===== config.mk =====
export PLATFORM = sky130hd
export DESIGN_NAME = shift_frame_driver
export DESIGN_NICKNAME = d
export VERILOG_FILES = /design/src/rtl/shift_frame_driver.sv
export SDC_FILE = /design/constraint.sdc
export NUM_CORES = 1
export LEC_CHECK = 0
export CAP_MARGIN = 10
export CORE_UTILIZATION = 45
export CTS_BUF_LIST = sky130_fd_sc_hd__clkbuf_8
export DETAILED_ROUTE_END_ITERATION = 12
export PLACE_DENSITY = 0.75
export SKIP_LAST_GASP = 1
export SYNTH_ARGS = -nofsm -noshare
export SYNTH_HDL_FRONTEND = slang
export SYNTH_SLANG_ARGS = --single-unit
export TNS_END_PERCENT = 1

===== constraint.sdc =====
create_clock -name clock -period 1.9 [get_ports clock]
set_clock_uncertainty 0.15 [all_clocks]
set_input_delay 0.38 -clock clock [delete_from_list [all_inputs] [get_ports clock]]
set_output_delay 0.38 -clock clock [all_outputs]
set_load 0.005 [all_outputs]

===== src/rtl/shift_frame_driver.sv =====
// shift_frame_driver: upstream sequencer for the 8-bit serial-in parity shift stage.
// It accepts words over valid/ready and shifts each one MSB first into the stage.
// After each frame it checks the stage's parity output against locally computed parity.
// Optional feature macro: SHIFT_FRAME_PARALLEL_EN adds the mode_par input and the
// LOAD state, which loads a frame in parallel.
module shift_frame_driver #(
  parameter int unsigned DATA_W     = 8,
  parameter int unsigned GAP_CYCLES = 1
) (
  input  logic              clock,
  input  logic              resetn,
`ifdef SHIFT_FRAME_PARALLEL_EN
  input  logic              mode_par,
`endif
  input  logic              in_valid,
  input  logic [DATA_W-1:0] in_data,
  output logic              in_ready,
  output logic              sr_start,
  output logic              sr_stop,
  output logic              sr_load,
  output logic              sr_serial,
  output logic [DATA_W-1:0] sr_parallel,
  input  logic              sr_parity,
  output logic              busy,
  output logic              done,
  output logic              parity_err,
  output logic [7:0]        frame_count
);

  localparam int unsigned CNT_W = $clog2(DATA_W + 1);
  localparam logic [CNT_W-1:0] LAST_BIT = CNT_W'(DATA_W - 1);
  localparam logic [3:0] GAP_LAST = 4'((GAP_CYCLES == 0) ? 0 : GAP_CYCLES - 1);

  typedef enum logic [2:0] {
    S_IDLE,
    S_START,
    S_SHIFT,
    S_CHECK,
    S_GAP
`ifdef SHIFT_FRAME_PARALLEL_EN
    , S_LOAD
`endif
  } state_t;

  state_t            state;
  logic [DATA_W-1:0] data;     // latched word, consumed MSB first while shifting
  logic              exp_par;
  logic [CNT_W-1:0]  bit_cnt;
  logic [3:0]        gap_cnt;

  // Frame sequencer. All pin outputs are registered together with the state they belong to.
  always_ff @(posedge clock or negedge resetn) begin
    if (!resetn) begin
      state       <= S_IDLE;
      data        <= '0;
      exp_par     <= 1'b0;
      bit_cnt     <= '0;
      gap_cnt     <= '0;
      in_ready    <= 1'b1;
      busy        <= 1'b0;
      done        <= 1'b0;
      parity_err  <= 1'b0;
      frame_count <= 8'd0;
      sr_start    <= 1'b0;
      sr_stop     <= 1'b0;
      sr_load     <= 1'b0;
      sr_serial   <= 1'b0;
      sr_parallel <= '0;
    end else begin
      done        <= 1'b0;
      sr_start    <= 1'b0;
      sr_stop     <= 1'b0;
      sr_load     <= 1'b0;
      sr_serial   <= 1'b0;
      sr_parallel <= '0;
      case (state)
        S_IDLE: begin
          if (in_valid) begin
            data     <= in_data;
            exp_par  <= ^in_data;
            in_ready <= 1'b0;
            busy     <= 1'b1;
`ifdef SHIFT_FRAME_PARALLEL_EN
            if (mode_par) begin
              state       <= S_LOAD;
              sr_load     <= 1'b1;
              sr_parallel <= in_data;
            end else
`endif
            begin
              state    <= S_START;
              sr_start <= 1'b1;
            end
          end
        end
        S_START: begin
          // First shift cycle presents the MSB; stop only if the word is one bit wide.
          state     <= S_SHIFT;
          bit_cnt   <= '0;
          sr_serial <= data[DATA_W-1];
          sr_stop   <= (LAST_BIT == '0);
          data      <= data << 1;
        end
        S_SHIFT: begin
          if (bit_cnt == LAST_BIT) begin
            state <= S_CHECK;
          end else begin
            bit_cnt   <= bit_cnt + CNT_W'(1);
            sr_serial <= data[DATA_W-1];
            sr_stop   <= ((bit_cnt + CNT_W'(1)) == LAST_BIT);
            data      <= data << 1;
          end
        end
        S_CHECK: begin
          // The downstream register holds the full word here; its parity is compared once.
          done        <= 1'b1;
          parity_err  <= sr_parity ^ exp_par;
          frame_count <= frame_count + 8'd1;
          gap_cnt     <= '0;
          if (GAP_CYCLES == 0) begin
            state    <= S_IDLE;
            in_ready <= 1'b1;
            busy     <= 1'b0;
          end else begin
            state <= S_GAP;
          end
        end
        S_GAP: begin
          if (gap_cnt == GAP_LAST) begin
            state    <= S_IDLE;
            in_ready <= 1'b1;
            busy     <= 1'b0;
          end else begin
            gap_cnt <= gap_cnt + 4'd1;
          end
        end
`ifdef SHIFT_FRAME_PARALLEL_EN
        S_LOAD: begin
          state <= S_CHECK;
        end
`endif
        default: begin
          state    <= S_IDLE;
          in_ready <= 1'b1;
          busy     <= 1'b0;
        end
      endcase
    end
  end

endmodule


# ---- Yosys cells after proc, flatten, opt, wreduce, memory -nomap -nowiden
# Cells that the tools add are included.
# Widths: inputs -> output; s select.
dict set report classes {
  n_addsub 3
  reduce_logical 13
  n_eq_ne 11
  bitwise_logic 2
  mux 24
}
# op count
set op_table {}
lappend op_table {{$pmux 8 s3} 1}
lappend op_table {{$mux 8} 2}
lappend op_table {{$pmux 4 s2} 2}
lappend op_table {{$pmux 3 s5} 1}
lappend op_table {{$mux 1} 10}
lappend op_table {{$ne 2x2->1 const B} 5}
lappend op_table {{$mux 3} 3}
lappend op_table {{$reduce_and 3->1} 3}
lappend op_table {{$add 4x1->4 const B} 2}
lappend op_table {{$add 8x1->8 const B} 1}
lappend op_table {{$eq 4x3->1 const B} 2}
lappend op_table {{$mux 4} 2}
lappend op_table {{$reduce_xor 8->1} 1}
lappend op_table {{$eq 3x2->1 const B} 2}
lappend op_table {{$pmux 1 s3} 2}
lappend op_table {{$reduce_and 2->1} 3}
lappend op_table {{$logic_not 4->1} 1}
lappend op_table {{$reduce_bool 2->1} 2}
lappend op_table {{$eq 3x1->1 const B} 1}
lappend op_table {{$eq 3x3->1 const B} 1}
lappend op_table {{$logic_not 3->1} 1}
lappend op_table {{$reduce_bool 3->1} 1}
lappend op_table {{$reduce_or 3->1} 1}
lappend op_table {{$pmux 1 s2} 1}
lappend op_table {{2 further kinds} 2}
dict set report totals {
  regBits 35
  out_inout_bits 24
  input_bits 12
  word_cells 66
}

# ---- Depth between registers and ports, before layout
# Gate-level depths: netlist of the first run.
dict set report logic_depth {
  ltp_word 4
  depth_mapped 6
  depth_no_buf 6
}

# ---- Worst setup path after synthesis of the first run
# Ideal clock, no wire load.
dict set report synth_path {
  path_type {reg-to-reg}
  startpoint {register bit_cnt[0]}
  endpoint {register sr_serial}
  setup_time_ps 163
  t_required_ps 1587
  n_path_buf 0
  path_slack_ps 217
  stages_incl_launch_ff 5
  arrival_ps 1370
  synth_period_minus_slack_ps 1683
  path_cell_list {dfrtp_1 -> ha_1 -> inv_1 -> o311ai_1 -> a21boi_0}
}
dict set report synth_between {
  elab_chain_cells 3
}
# item line
set synth_lines {}
lappend synth_lines {{start, declared} 48} ;# logic [CNT_W-1:0] bit_cnt;
lappend synth_lines {{start signal, assigned} 108} ;# bit_cnt <= bit_cnt + CNT_W'(1);
lappend synth_lines {{$eq 4x3->1} 105} ;# if (bit_cnt == LAST_BIT) begin
lappend synth_lines {{$mux 1} 105}
lappend synth_lines {{$pmux 1 s2} 76} ;# case (state)
lappend synth_lines {{end signal, assigned} 100} ;# sr_serial <= data[DATA_W-1];
lappend synth_lines {{end signal, assigned} 109} ;# sr_serial <= data[DATA_W-1];
lappend synth_lines {{end, declared} 21} ;# output logic sr_serial,
# No other way between the ends.
# A chain may end at the register's enable or synchronous reset.

# ---- Final worst setup path of the first run
dict set report layout_path {
  startpoint {register in_ready}
  endpoint {output port in_ready}
}
# item line
set layout_lines {}
lappend layout_lines {{start, declared} 17} ;# output logic in_ready,
lappend layout_lines {{start signal, assigned} 59} ;# in_ready <= 1'b1;
lappend layout_lines {{start signal, assigned} 81} ;# in_ready <= 1'b0;
lappend layout_lines {{start signal, assigned} 122} ;# in_ready <= 1'b1;
# No word-level cell between the ends.

==> impl_metrics.toml, run 1 <==
[yosys]
synthMuxAreaShare_pct = 4.32
seq_area_frac_synth_pct = 47.3
yosysUniqueCellTypes = 39
yosys_warnings = 0
syn_area_um2 = 1850
synth_xor_area_share_pct = 9.52
synth.ff_latch_count = 35
synth-compound-area-share_pct = 12.2
avgSynthCellArea_um2 = 10.8
syn_inst = 171
synthSimpleGateAreaFrac_pct = 15.1
synth_top_family_by_area = "simple AND/OR/NAND/NOR gates"
synth_adder_area_share_pct = 3.38

[cells_and_area]
final_nets = 225
register_area_um2 = 877
drive_above_1_share_pct = 14.4
multi_input_area_um2 = 858
final_common_cell = "dfrtp_1"
fillerInstances = 338
final_cell_mix = "dfrtp_1, clkdlybuf4s50_1, nand2_1, xnor2_1, inv_1"
diodes = 0
utilization_pct = 60.0
final_cells = 257
area_delta_synth_final_pct = 23.0

[global_routing]
gr-total-overflow = 0
grt_max_degree = 36
grtUsageTotal_pct = 17.3
grt_first_pass_wirelength_um = 5640
antenna_found_initial = 0
grt_pass1_vias = 1275

[sta]
fmax_mhz = 537
period_needed_ns = 1.86
hold_slack_ns = 0.304
finalSetupViolCount = 0
drv_slew = 0
fin_crit_sh_pct = 97.9
rsz0062_at_grt = "yes"
tns_ns = 0
hold_viol_final = 0

[routing]
route.antenna.remaining_nets = 0
wl_per_cell_um = 12.8
wirelength_um = 3280
dr_total_vias = 1297
drt-initial-drc-count = 67
via_per_inst = 5.05
firstDrtPassIters = 4
drc = 0

[worst_setup_path]
endpoint = "in_ready"
critPathLaunchType = "flop"
required_ns = 1.37
r2r-start = "bit_cnt[0]"
critPathBufInv = 1
path_class = "flop to output port"
crit_arrival_ns = 1.33
worst_path_max_delay_cell = "dfstp_2"
endpoint_kind = "output port"
reg2reg_depth = 6
crit_start = "in_ready"
r2r_slack_ns = 0.23
cp.depth = 1
cp_cell_sequence = "clkdlybuf4s50_1"
max_stage_delay_ns = 0.55
rr_endpoint = "bit_cnt[1]"
critPathTopFamily = "flip-flops"
worstPathMaxFanout = 3

[pwr]
power_density_nw_per_um2 = 1470
worst_ir_drop_vdd_uv = 687
cellLeakagePower_nw = 1.03

[hold_path]
hp-class = "input port to async pin"

[placed_design]
dp_hpwl_um = 2370
dp.cells = 248
gp_congestion = 0.831
port_buffers = 26

[job]
maxCapViolCount = 0

[floorplanning]
die_h_um = 66.2
io_pins = 36
rows = 22
core_um2 = 3800
start_util_pct = 48.8
fp.dieW_um = 66.2
die_area_um2 = 4380

[cts]
cts_root_buf = "clkbuf_8"
cts_made_buffers = 5
cts_max_path_buffers = 2
clock_sinks = 35
hold_buffers = 0
clk_pin_slew_worst_paths_ns = 0.07
cts_tree = "built"
cts_max_level = 2
clk_latency_ns = 0.28

[run_status]
status = "completed"
## cells in the mapped netlist
cell type / instances / area, um2
nor2_2: 1 / 6.26
ha_1: 5 / 62.6
mux2i_1: 8 / 80.1
a21boi_0: 1 / 7.51
and3_1: 1 / 6.26
nand4_1: 3 / 18.8
o311ai_1: 1 / 8.76
nor2_1: 7 / 26.3
dfrtp_1: 34 / 851
o21ai_2: 2 / 17.5
nor3_1: 1 / 5.00
xnor2_4: 1 / 27.5
nor4b_2: 1 / 15.0
buf_4: 9 / 67.6
nand3_1: 8 / 40.0
o21ai_0: 7 / 35.0
buf_2: 1 / 5.00
a21oi_1: 6 / 30.0
inv_1: 10 / 37.5
o22a_1: 1 / 8.76
buf_6: 3 / 33.8
nand2_1: 19 / 71.3
conb_1: 1 / 3.75
o311ai_2: 1 / 16.3
o22ai_1: 2 / 12.5
o32a_1: 1 / 10.0
o211ai_1: 1 / 7.51
xor2_1: 1 / 8.76
o21ai_1: 6 / 30.0
inv_2: 1 / 3.75
o211a_1: 1 / 10.0
or3_1: 3 / 18.8
a31oi_1: 1 / 6.26
nor2_4: 1 / 11.3
nand3b_4: 2 / 40.0
xnor2_1: 16 / 140
nor2_8: 1 / 20.0
o311ai_4: 1 / 26.3
dfstp_2: 1 / 26.3
## report_power, final
group	switching, mW	internal (mW)
Combinational	0.745	0.812
Clock	0.270	0.255
Sequential	0.259	1.02
Total	1.27	2.08
## sequential cells by signal, summed over array words and instances (netlist names)
| signal | flops |
|---|---|
| data | 8 |
| frame_count | 8 |
| bit_cnt | 4 |
| gap_cnt | 4 |
| state | 3 |
| busy | 1 |
| done | 1 |
| exp_par | 1 |
| in_ready | 1 |
| parity_err | 1 |
| sr_serial | 1 |
| sr_start | 1 |
| sr_stop | 1 |
## through the flow
step                      cell area [um2]  setup slack [ns]  power (mW)
after detailed placement             2170            0.0537        2.78
after global placement               2170            0.0850        2.71
after floorplan                      1880             0.217        2.34
final                                2280            0.0391        3.36
after global routing                 2280          -0.00719        3.60
after CTS                            2260            0.0183        3.32
## kinds of logic after synthesis
family                     count (synthesis)
muxes                                      8
AOI/OAI and AO/OA                         32
buffers and inverters                     24
DFF                                       35
other                                      1
adders and majority gates                  5
and+or+nand+nor                           48
xor gates and xnor gates                  18
## layer usage
layer	GRT usage (%)	vias up	wire length, um	part of all wire [%]
met3	5.34	6	150	4.6
met2	29.8	29	1590	48
met5	0	-	0	0
li1	-	639	-	-
met1	20.0	623	1500	46
met4	6.12	0	39	1.2
## worst min-delay path by stage
stage | startpoint | to | depth (start not counted)
after floorplan | resetn | bit_cnt[0] | 0
after global placement | frame_count[7] | frame_count[7] | 1
after detailed placement | frame_count[7] | frame_count[7] | 1
after CTS | resetn | gap_cnt[1] | 2
after global routing | resetn | frame_count[0] | 2
final | resetn | done | 2
## area by class of cell
type                            count  area share [%]
Sequential cell                    35            38.5
Clock buffer                        5            3.02
Inverter                           11            1.81
Clock inverter                      3           0.879
Tap cell                           48            2.64
Multi-Input combinational cell    120            37.7
Timing Repair Buffer               35            15.5
## timing repair
item                       CTS  global route
gates resized for setup      0             0
buffers inserted             0             1
setup endpoints to repair    0             9
Note: power is estimated with default switching activity, not from simulation.
==> run 2: changes to the inputs <==
--- a/config.mk
+++ b/config.mk
@@ -6,10 +6,10 @@
 export NUM_CORES = 1
 export LEC_CHECK = 0
 export CAP_MARGIN = 10
-export CORE_UTILIZATION = 45
+export CORE_UTILIZATION = 34
 export CTS_BUF_LIST = sky130_fd_sc_hd__clkbuf_8
 export DETAILED_ROUTE_END_ITERATION = 12
-export PLACE_DENSITY = 0.75
+export PLACE_DENSITY = 0.6
 export SKIP_LAST_GASP = 1
 export SYNTH_ARGS = -nofsm -noshare
 export SYNTH_HDL_FRONTEND = slang
==> run 2 against run 1 <==
Against the previous run: sequential cell count did not move; hold slack improved by 0.0074 ns; cell count grew 9.7%; register-to-register slack worse by 0.07 ns; global-route usage decreased by 4.2 points; via count shrank 2.6%; largest cell class unchanged; worst setup slack improved by 0.012 ns; combinational power increased by 3%; fmax rose by 0.65%; clock-buffer cell count stayed put; power increased by 8.5%; sequential power is 4% lower.
==> impl_metrics.toml, run 2 (synthesis results as in run 1) <==
[worst_setup_path]
cp_cell_sequence = "clkdlybuf4s50_1"
critPathLaunchType = "flop"
critPathBufInv = 1
max_stage_delay_ns = 0.54
required_ns = 1.37
cp.depth = 1
crit_start = "in_ready"
r2r_slack_ns = 0.16
worstPathMaxFanout = 3
reg2reg_depth = 6
path_class = "flop to output port"
r2r-start = "bit_cnt[1]"
critPathTopFamily = "flip-flops"
endpoint_kind = "output port"
rr_endpoint = "bit_cnt[0]"
worst_path_max_delay_cell = "dfstp_2"
crit_arrival_ns = 1.32

[sta]
period_needed_ns = 1.85
fin_ws_ns = 0.0512
rsz0062_at_grt = "no"
tns_ns = 0
fmax_mhz = 541
hold_viol_final = 0
drv_slew = 0
fin_crit_sh_pct = 97.3
finalSetupViolCount = 0

[floorplanning]
die_area_um2 = 5750
die_h_um = 75.8
start_util_pct = 35.8
core_um2 = 5170
fp.dieW_um = 75.8
rows = 26
io_pins = 36

[placed_design]
port_buffers = 26
dp_slack_ns = 0.0328
dp_hpwl_um = 2320
gp_congestion = 0.723

[cells_and_area]
multi_input_area_um2 = 858
reg_top3 = "data x8, frame_count x8"
drive_above_1_share_pct = 15.6
fillerInstances = 491
final_cell_mix = "dfrtp_1, clkdlybuf4s50_1, nand2_1, xnor2_1"
register_area_um2 = 877
area_delta_synth_final_pct = 28.2
final_common_cell = "dfrtp_1"
final_nets = 228
diodes = 0

[hold_path]
hp-class = "input port to async pin"

[routing]
firstDrtPassIters = 2
drt-initial-drc-count = 32
route.antenna.remaining_nets = 0
wl_per_cell_um = 11.5
wirelength_um = 3230
dr_total_vias = 1263
drc = 0
via_per_inst = 4.48

[cts]
cts_made_buffers = 5
cts_max_level = 2
cts_max_path_buffers = 2
cts_tree = "built"
clk_pin_slew_worst_paths_ns = 0.07
cts_root_buf = "clkbuf_8"
clock_sinks = 35
clk_latency_ns = 0.29

[pwr]
power_density_nw_per_um2 = 1530
worst_ir_drop_vdd_uv = 506
totalPowerFinal_mw = 3.64
cellLeakagePower_nw = 1.07

[global_routing]
grt_max_degree = 36
gr-total-overflow = 0
grt_pass1_vias = 1150
antenna_found_initial = 0
grtUsageTotal_pct = 13.0
grt_first_pass_wirelength_um = 5420

[job]
maxCapViolCount = 0

[run_status]
status = "completed"
==> run 2: where the power goes <==
group | internal [mW] | total, mW | switching, mW
logic | 0.834 | 1.61 | 0.777
clock network | 0.523 | 0.805 | 0.282
registers | 1.02 | 1.23 | 0.209
==> run 2: layout make-up <==
| type | count | share of cell area (%) |
|---|---|---|
| timing repair buffer | 38 | 15.8 |
| inverter | 11 | 1.74 |
| clock inverter | 3 | 2.84 |
| clock buffer | 5 | 2.90 |
| tap | 70 | 3.69 |
| sequential | 35 | 36.9 |
| multi-input combinational | 120 | 36.1 |
==> run 2: how the worst max path moves through the flow <==
stage and to:
6_report in_ready, 4_1_cts in_ready, 3_5_place_dp data[5], 2_1_floorplan sr_serial
5_1_grt in_ready, 3_3_place_gp data[0]
==> run 2: through the flow <==
step / area, um2 / cells / hold WS (ns) / util [%]
floorplan: 1880 / 179 / -0.0656 / -
global placement: 2220 / 273 / 0.310 / 42.9
detailed placement: 2220 / 273 / 0.322 / 42.9
CTS: 2360 / 281 / 0.311 / 45.5
global route: 2380 / 282 / 0.323 / 45.9
finish: 2380 / 282 / 0.312 / 45.9
==> run 2: repair_timing <==
action,in CTS,in global routing
setup endpoints to repair,0,8
hold buffers,0,0
gates resized for setup,0,0
setup buffers,0,1
==> run 2: per-layer routing <==
layer / part of all wire, % / up-vias / GRT usage [%]
li1: - / 648 / -
met3: 3.7 / 7 / 3.97
met1: 47 / 583 / 16.6
met5: 0 / - / 0
met4: 2.0 / 0 / 6.38
met2: 47 / 25 / 20.0
==> run 3: changes to the inputs <==
--- a/config.mk
+++ b/config.mk
@@ -6,10 +6,10 @@
 export NUM_CORES = 1
 export LEC_CHECK = 0
 export CAP_MARGIN = 10
-export CORE_UTILIZATION = 34
+export CORE_UTILIZATION = 53
 export CTS_BUF_LIST = sky130_fd_sc_hd__clkbuf_8
 export DETAILED_ROUTE_END_ITERATION = 12
-export PLACE_DENSITY = 0.6
+export PLACE_DENSITY = 0.85
 export SKIP_LAST_GASP = 1
 export SYNTH_ARGS = -nofsm -noshare
 export SYNTH_HDL_FRONTEND = slang
==> run 3 against run 2 <==
Against the previous run: clock power down 34%; via count is 3.6% higher; sequential share of layout area up 1.3 points; global-route usage up 6.8 points; fmax up 0.13%; first-iteration DRC count grew 81%; non-clock buffer count is 2 lower; power is 6.5% lower; cell area shrank 3.4%; hold slack better by 0.0036 ns; worst setup slack better by 0.0023 ns; largest power group unchanged.
==> impl_metrics.toml, run 3 (synthesis results as in run 1) <==
[floorplanning]
rows = 21
io_pins = 36
fp.dieW_um = 61.1
die_area_um2 = 3740
core_um2 = 3340
start_util_pct = 55.5
die_h_um = 61.1

[worst_setup_path]
crit_arrival_ns = 1.32
cp.depth = 1
crit_start = "in_ready"
rr_endpoint = "gap_cnt[2]"
path_class = "flop to output port"
cp_cell_sequence = "clkdlybuf4s50_1"
critPathBufInv = 1
max_stage_delay_ns = 0.55
worst_path_max_delay_cell = "dfstp_2"
critPathLaunchType = "flop"
endpoint_kind = "output port"
required_ns = 1.37
r2r-start = "state[1]"
endpoint = "in_ready"
critPathTopFamily = "flip-flops"
worstPathMaxFanout = 3
r2r_slack_ns = 0.07
reg2reg_depth = 5

[global_routing]
grt_pass1_vias = 1269
grt_first_pass_wirelength_um = 5310
grtUsageTotal_pct = 19.8
grt_max_degree = 36
antenna_found_initial = 0
gr-total-overflow = 0

[pwr]
worst_ir_drop_vdd_uv = 921
switching_share_pct = 37.7
cellLeakagePower_nw = 1.04
seqPwrFrac_pct = 37.6
p_clk_share_pct = 15.5
power_frac_comb_pct = 46.8
power.internal_mw = 2.12
p_sw_mw = 1.28
power_density_nw_per_um2 = 1480

[cts]
cts_root_buf = "clkbuf_8"
clk_latency_ns = 0.28
cts_max_path_buffers = 2
cts_tree = "built"
cts_resized = 0
clock_sinks = 35
cts_max_level = 2
cts_made_buffers = 5
clk_pin_slew_worst_paths_ns = 0.08

[cells_and_area]
final_common_cell = "dfrtp_1"
reg_top3 = "data x8, frame_count x8"
final_nets = 226
final_cell_mix = "dfrtp_1, clkdlybuf4s50_1, nand2_1, xnor2_1, inv_1"
diodes = 0
drive_above_1_share_pct = 14.8
area_delta_synth_final_pct = 23.9
fin_area_um2 = 2300

[job]
maxCapViolCount = 0

[placed_design]
dp_hpwl_um = 2440
dp_slack_ns = 0.0153
dpl_cell_area_um2 = 2190
gp_congestion = 0.797
port_buffers = 26

[sta]
hold_viol_final = 0
finalSetupViolCount = 0
hold_slack_ns = 0.315
fin_ws_ns = 0.0535
fin_crit_sh_pct = 97.2
drv_slew = 0
period_needed_ns = 1.85
fmax_mhz = 542
rsz0062_at_grt = "yes"

[routing]
via_per_inst = 5.11
firstDrtPassIters = 4
wirelength_um = 3270
wl_per_cell_um = 12.8
dr_total_vias = 1308
drt-initial-drc-count = 58
route.antenna.remaining_nets = 0
drc = 0

[run_status]
status = "completed"

[hold_path]
hp-class = "input port to async pin"
-- run 3: stage by stage --
step	total power [mW]	utilization, %	instances	TNS (ns)
finish	3.40	68.8	256	0
CTS	3.36	68.2	255	0
global placement	2.74	65.5	247	0
floorplan	2.34	-	179	0
global route	3.66	68.8	256	-0.0441
detailed placement	2.82	65.5	247	0
-- run 3: worst min path at each step --
stage	start	to	cells after the start
2_1_floorplan	resetn	bit_cnt[0]	0
3_3_place_gp	frame_count[7]	frame_count[7]	1
3_5_place_dp	frame_count[7]	frame_count[7]	1
4_1_cts	resetn	frame_count[1]	2
5_1_grt	resetn	frame_count[1]	2
6_report	resetn	frame_count[1]	2
-- run 3: layout make-up --
cell class / count / area, um2
Clock buffer: 5 / 68.8
Tap cell: 46 / 57.6
Clock inverter: 3 / 20.0
Fill cell: 266 / 1040
Inverter: 11 / 41.3
Sequential cell: 35 / 877
Timing Repair Buffer: 36 / 373
Multi-Input combinational cell: 120 / 858
-- run 3: timing repair --
item                       4_1_cts  5_1_grt
setup buffers                    0        1
setup endpoints to repair        0        9
hold buffers                     0        0
-- run 3: per-layer routing --
layer  track usage, %  part of all wire, %
met1             21.6                   42
met5                0                    0
met4             9.74                  1.6
met2             35.6                   53
met3             5.25                  3.4
-- run 3: power groups by stage --
| stage | registers [mW] | clock network (mW) | logic (mW) |
|---|---|---|---|
| after global placement | 1.27 | 0 | 1.47 |
| after global routing | 1.32 | 0.573 | 1.77 |
| after detailed placement | 1.29 | 0 | 1.54 |
| final | 1.28 | 0.529 | 1.59 |
| after floorplan | 1.22 | 0 | 1.12 |
| after CTS | 1.28 | 0.539 | 1.54 |
